**src/rtl/mult_pkg.sv**
```systemverilog
// Shared definitions for the Booth multiplier: default width, step-counter
// width and the FSM state encoding.
package mult_pkg;

    localparam int unsigned MULT_WIDTH = 32;
    localparam int unsigned MULT_CNT_W = $clog2(MULT_WIDTH) + 1;

    typedef enum logic [1:0] {
        MULT_IDLE = 2'd0,
        MULT_RUN  = 2'd1,
        MULT_DONE = 2'd2
    } mult_state_t;

endpackage : mult_pkg

```
**src/rtl/booth_step.sv**
```systemverilog
// One radix-2 Booth iteration: conditional add/subtract of the multiplicand
// into ACC, followed by an arithmetic right shift of {ACC,Q,Q-1}.
module booth_step
    import mult_pkg::*;
#(
    parameter int unsigned WIDTH = MULT_WIDTH
) (
    input  logic [WIDTH:0]   acc,
    input  logic [WIDTH-1:0] q,
    input  logic             q_m1,
    input  logic [WIDTH:0]   m,
    output logic [WIDTH:0]   acc_c,
    output logic [WIDTH-1:0] q_c,
    output logic             q_m1_c
);

    logic [WIDTH:0] sum;

    // Recode {Q[0],Q-1} into +M / -M / 0, then shift the whole triple right.
    always_comb begin
        sum = acc;
        case ({q[0], q_m1})
            2'b01:   sum = acc + m;
            2'b10:   sum = acc - m;
            default: sum = acc;
        endcase
        acc_c  = {sum[WIDTH], sum[WIDTH:1]};
        q_c    = {sum[0], q[WIDTH-1:1]};
        q_m1_c = q[0];
    end

endmodule : booth_step

```
**src/rtl/booth_multiplier.sv**
```systemverilog
// Sequential signed WIDTHxWIDTH radix-2 Booth multiplier feeding HI/LO.
// Optional feature: define MULT_ZERO_SKIP_EN to finish in one cycle when
// either operand is zero at acceptance.
module booth_multiplier
    import mult_pkg::*;
#(
    parameter int unsigned WIDTH = MULT_WIDTH
) (
    input  logic             clk,
    input  logic             reset,
    input  logic             start,
    input  logic [WIDTH-1:0] a,
    input  logic [WIDTH-1:0] b,
    output logic [WIDTH-1:0] hi,
    output logic [WIDTH-1:0] lo,
    output logic             done,
    output logic             busy
);

    localparam int unsigned CNT_W = $clog2(WIDTH) + 1;

    localparam logic [1:0] ST_IDLE = 2'(MULT_IDLE);
    localparam logic [1:0] ST_RUN  = 2'(MULT_RUN);
    localparam logic [1:0] ST_DONE = 2'(MULT_DONE);

    localparam logic [CNT_W-1:0] LAST_STEP = CNT_W'(WIDTH - 1);

    logic [1:0]       state, state_nxt;
    logic [WIDTH:0]   acc, acc_nxt;
    logic [WIDTH:0]   m, m_nxt;
    logic [WIDTH-1:0] q, q_nxt;
    logic             q_m1, q_m1_nxt;
    logic [CNT_W-1:0] count, count_nxt;
    logic [WIDTH-1:0] hi_nxt, lo_nxt;
    logic             done_nxt, busy_nxt;

    logic [WIDTH:0]   acc_step_c;
    logic [WIDTH-1:0] q_step_c;
    logic             q_m1_step_c;
    logic             zero_skip_c;

    booth_step #(
        .WIDTH (WIDTH)
    ) u_step (
        .acc    (acc),
        .q      (q),
        .q_m1   (q_m1),
        .m      (m),
        .acc_c  (acc_step_c),
        .q_c    (q_step_c),
        .q_m1_c (q_m1_step_c)
    );

`ifdef MULT_ZERO_SKIP_EN
    // A zero operand makes the product trivially zero; skip the iterations.
    assign zero_skip_c = (a == '0) || (b == '0);
`else
    assign zero_skip_c = 1'b0;
`endif

    // State register.
    always_ff @(posedge clk or posedge reset) begin
        if (reset) begin
            state <= ST_IDLE;
        end else begin
            state <= state_nxt;
        end
    end

    // Next-state, datapath and output-register next values.
    always_comb begin
        state_nxt = state;
        acc_nxt   = acc;
        m_nxt     = m;
        q_nxt     = q;
        q_m1_nxt  = q_m1;
        count_nxt = count;
        hi_nxt    = hi;
        lo_nxt    = lo;
        done_nxt  = 1'b0;
        busy_nxt  = busy;

        case (state)
            ST_IDLE: begin
                if (start) begin
                    busy_nxt = 1'b1;
                    if (zero_skip_c) begin
                        hi_nxt    = '0;
                        lo_nxt    = '0;
                        done_nxt  = 1'b1;
                        state_nxt = ST_DONE;
                    end else begin
                        m_nxt     = {a[WIDTH-1], a};
                        q_nxt     = b;
                        q_m1_nxt  = 1'b0;
                        acc_nxt   = '0;
                        count_nxt = '0;
                        state_nxt = ST_RUN;
                    end
                end
            end
            ST_RUN: begin
                acc_nxt   = acc_step_c;
                q_nxt     = q_step_c;
                q_m1_nxt  = q_m1_step_c;
                count_nxt = CNT_W'(count + 1'b1);
                if (count == LAST_STEP) begin
                    hi_nxt    = acc_step_c[WIDTH-1:0];
                    lo_nxt    = q_step_c;
                    done_nxt  = 1'b1;
                    state_nxt = ST_DONE;
                end
            end
            ST_DONE: begin
                busy_nxt  = 1'b0;
                state_nxt = ST_IDLE;
            end
            default: begin
                busy_nxt  = 1'b0;
                state_nxt = ST_IDLE;
            end
        endcase
    end

    // Datapath and output registers; reset discards any partial product.
    always_ff @(posedge clk or posedge reset) begin
        if (reset) begin
            acc   <= '0;
            m     <= '0;
            q     <= '0;
            q_m1  <= 1'b0;
            count <= '0;
            hi    <= '0;
            lo    <= '0;
            done  <= 1'b0;
            busy  <= 1'b0;
        end else begin
            acc   <= acc_nxt;
            m     <= m_nxt;
            q     <= q_nxt;
            q_m1  <= q_m1_nxt;
            count <= count_nxt;
            hi    <= hi_nxt;
            lo    <= lo_nxt;
            done  <= done_nxt;
            busy  <= busy_nxt;
        end
    end

endmodule : booth_multiplier

```
**config.mk**
```make
export PLATFORM = sky130hd
export DESIGN_NAME = booth_multiplier
export DESIGN_NICKNAME = d
export VERILOG_FILES = /design/src/rtl/mult_pkg.sv /design/src/rtl/booth_step.sv /design/src/rtl/booth_multiplier.sv
export SDC_FILE = /design/constraint.sdc
export NUM_CORES = 1
export LEC_CHECK = 0
export BUFFER_PORTS_ARGS = -buffer_cell sky130_fd_sc_hd__buf_2
export CORE_ASPECT_RATIO = 2
export CORE_UTILIZATION = 50
export CTS_BUF_LIST = sky130_fd_sc_hd__clkbuf_16
export CTS_CLUSTER_DIAMETER = 60
export DETAILED_ROUTE_END_ITERATION = 7
export PLACE_DENSITY = 0.74
export SYNTH_ARGS = -nofsm -noshare
export SYNTH_HDL_FRONTEND = slang
export SYNTH_SLANG_ARGS = --single-unit
```
**constraint.sdc**
```tcl
create_clock -name clk -period 7.8 [get_ports clk]
set_input_delay 1.56 -clock clk [delete_from_list [all_inputs] [get_ports clk]]
set_output_delay 1.56 -clock clk [all_outputs]
set_load 0.02 [all_outputs]
```
==> summary.md <==
| Metric | Value |
|---|---|
| Status | complete, no violations |
| Worst setup startpoint | m[5]$_DFFE_PP0P_ |
| Worst-margin pin slew | 970 ps |
| Maxcap violations | 0 |
| Die Ht | 196 um |
| Crit-path max cell delay | 680 ps |
| Die Wd | 99.1 um |
| Post-synth ARST share | 1.00 |
| R2R Path Start | m[5]$_DFFE_PP0P_ |
| ANT cells | 0 |
| Core ar. | 18400 um2 |
| Commonest cells after routing, fill and taps aside | nand2_1 (280), dfrtp_1 (171), buf_2 (132) |
| Root Driver | clkbuf_16 |
| Final Hold Vio Count | 0 |
| Hold WC Path Type | flop to flop |
| Worst setup SP type | flop |
| Minimum clock period | 4690 ps |
| Routed vias/inst | 5.63 |
| Commonest non-fill, non-tap cell in the layout | nand2_1 |
| CTS hold repair buffers | 0 |
| Sink Count | 171 |
| Nets | 1307 |
| Antenna Violating Nets Remaining | 0 |
| Synth cell types | 57 |
| Slew headroom | 0.353 |
| Min-delay src | hi[15]$_DFFE_PP0P_ |
| Worst Setup Path Type | flop to flop |
| Max H-tree Level | 4 |
| Final setup fails | 0 |
| Crit-path leading delay family | simple AND/OR/NAND/NOR gates |
| Ys Warns | 0 |
| IO buf count | 132 |
| Io pins | 133 |
| CTS tree | yes |
| Largest buffer count on any clock path | 2 |
| Worst path required time | 8160 ps |
| Final worst-path cycle share | 0.601 |
| Clk Latency, worst-skew pair | 440 ps |
| Num CTS Buffers | 17 |
| Residual DRC | 0 |
| Initial Utilization | 0.513 |
| Synth Net Count | 1204 |
| Buffers & Inverters on Critical Path | 0 |
| Gr usage total | 0.260 |
| WHS | 474 ps |
| CP Data Arrival Time | 5050 ps |
| Count of flip-flops with a built-in enable after synthesis | 0 |
| Die area | 19500 um2 |
| Filler instances | 1678 |
| Setup bufs post-CTS | 0 |
| Post-synth design cell area | 9440 um2 |
| CTS clk-pin slew, worst paths | 70 ps |
| CTS resizes | 0 |
| Post-synthesis sequential area ratio | 0.453 |
| Detailed Route Iter0 Violations | 350 |
| Main flop type after synthesis | dfrtp_1 |
| Fmax | 213 MHz |
| CP endpoint kind | flop |
| Pre-antenna DRT Iters | 5 |
| Initial antenna violation count | 0 |
| Setup TNS | 0 ps |
| Mean routed wirelength per cell | 16.7 um |
| Area Overhead vs Synth | 15.3% |
| Slowest cell on crit path | o41ai_1 |
| # rows | 70 |
| Largest net degree at the start of global routing | 97 |
| Worst Path Max Fanout | 6 |
| RSZ-0062 raised after global routing | no |
| Crit path cell chain | or4_4 > nor4_4 > nand2_2 > nor4b_4 > nor2_1 > xnor2_1 > ha_1 > a21oi_1 > a21oi_1 > nor2_1 > o21ai_0 > o41ai_1 > a21oi_2 > xor2_1 > or3_1 > a31oi_1 |
| Seq cells post-synth | 171 |
| DP Wirelength | 16700 um |
| Max Clock Skew | 9.55 ps |
| Global route total overflow | 0 |
| Max-slew violations | 0 |
| Vias in the first global route | 8090 |
| Share of cells above drive strength 1 | 0.159 |
| Vias | 8063 |
| Mapped Avg Cell Area | 8.57 um2 |
| Post-Route WL | 24000 um |
| Post-Syn Instances | 1101 |
| First-pass GRT wire length | 39900 um |
| Gpl congestion | 0.918 |
==> cell type report <==
class | instances | area [um2] | area share
multi-input combinational | 845 | 4860 | 0.447
tap | 216 | 270 | 0.0248
clock buffer | 17 | 425 | 0.0391
clock inverter | 15 | 195 | 0.0179
timing repair buffer | 143 | 743 | 0.0683
sequential | 171 | 4280 | 0.393
inverter | 26 | 103 | 0.00943
==> cells in the mapped netlist, types with 16 or more instances <==
cell | count | area (um2)
nand2_1 | 281 | 1050
dfrtp_1 | 171 | 4280
o21ai_0 | 100 | 500
a21oi_1 | 94 | 470
clkbuf_1 | 56 | 210
nor2_1 | 56 | 210
xnor2_1 | 49 | 429
nor2b_1 | 36 | 225
ha_1 | 35 | 438
a22oi_1 | 31 | 233
inv_1 | 25 | 93.8
a22o_1 | 16 | 140
==> worst paths after layout <==
kind,slack [ps],to,depth (start not counted)
max in group asynchronous,5020,m[23]$_DFFE_PP0P_,3
min,470,hi[15]$_DFFE_PP0P_,2
min in group asynchronous,1280,lo[20]$_DFFE_PP0P_,2
min reg2reg,470,hi[15]$_DFFE_PP0P_,2
max reg2reg,3110,hi[31]$_DFFE_PP0P_,16
max,3110,hi[31]$_DFFE_PP0P_,16
==> worst reg2reg max path, cell delays in order, from the launching register on <==
cell     delay (ps)
dfrtp_1         430
or4_4           590
nor4_4          250
nand2_2         130
nor4b_4         410
nor2_1          100
xnor2_1         150
ha_1            340
a21oi_1         340
a21oi_1         110
nor2_1          100
o21ai_0         130
o41ai_1         680
a21oi_2         120
xor2_1          230
or3_1           330
a31oi_1         160
==> metrics by stage <==
stage	area (um2)	utilization	worst slack, ps	instances
6_report	10900	0.592	3110	1433
5_1_grt	10900	0.592	2710	1433
4_1_cts	10900	0.592	3150	1433
3_5_place_dp	10300	0.558	3160	1401
3_3_place_gp	10300	0.558	3250	1401
2_1_floorplan	9440	-	1610	1101
==> layer usage <==
metal  wire [um]  GRT usage  up-vias
met1        9690      0.297     3888
met5           0          0        -
li1            -          -     3972
met4         555     0.0991        0
met3         823     0.0452       32
met2       12900      0.478      171
==> sequential cells by signal, summed over array words and instances (netlist names) <==
name   flops
acc       32
busy       1
count      6
done       1
hi        32
lo        32
m         32
q         32
q_m1       1
state      2
==> cell families after synthesis <==
kind of cell	Yosys count	synth area share
xor gates and xnor gates	59	0.0548
buffers and inverters	85	0.0338
adders and majority gates	36	0.0485
AOI/OAI and AO/OA	301	0.190
and+or+nand+nor	431	0.199
DFF	171	0.453
muxes	18	0.0200
Power is not shown: default switching activity piles up to over one toggle a cycle in this logic, so the estimate is an artifact.
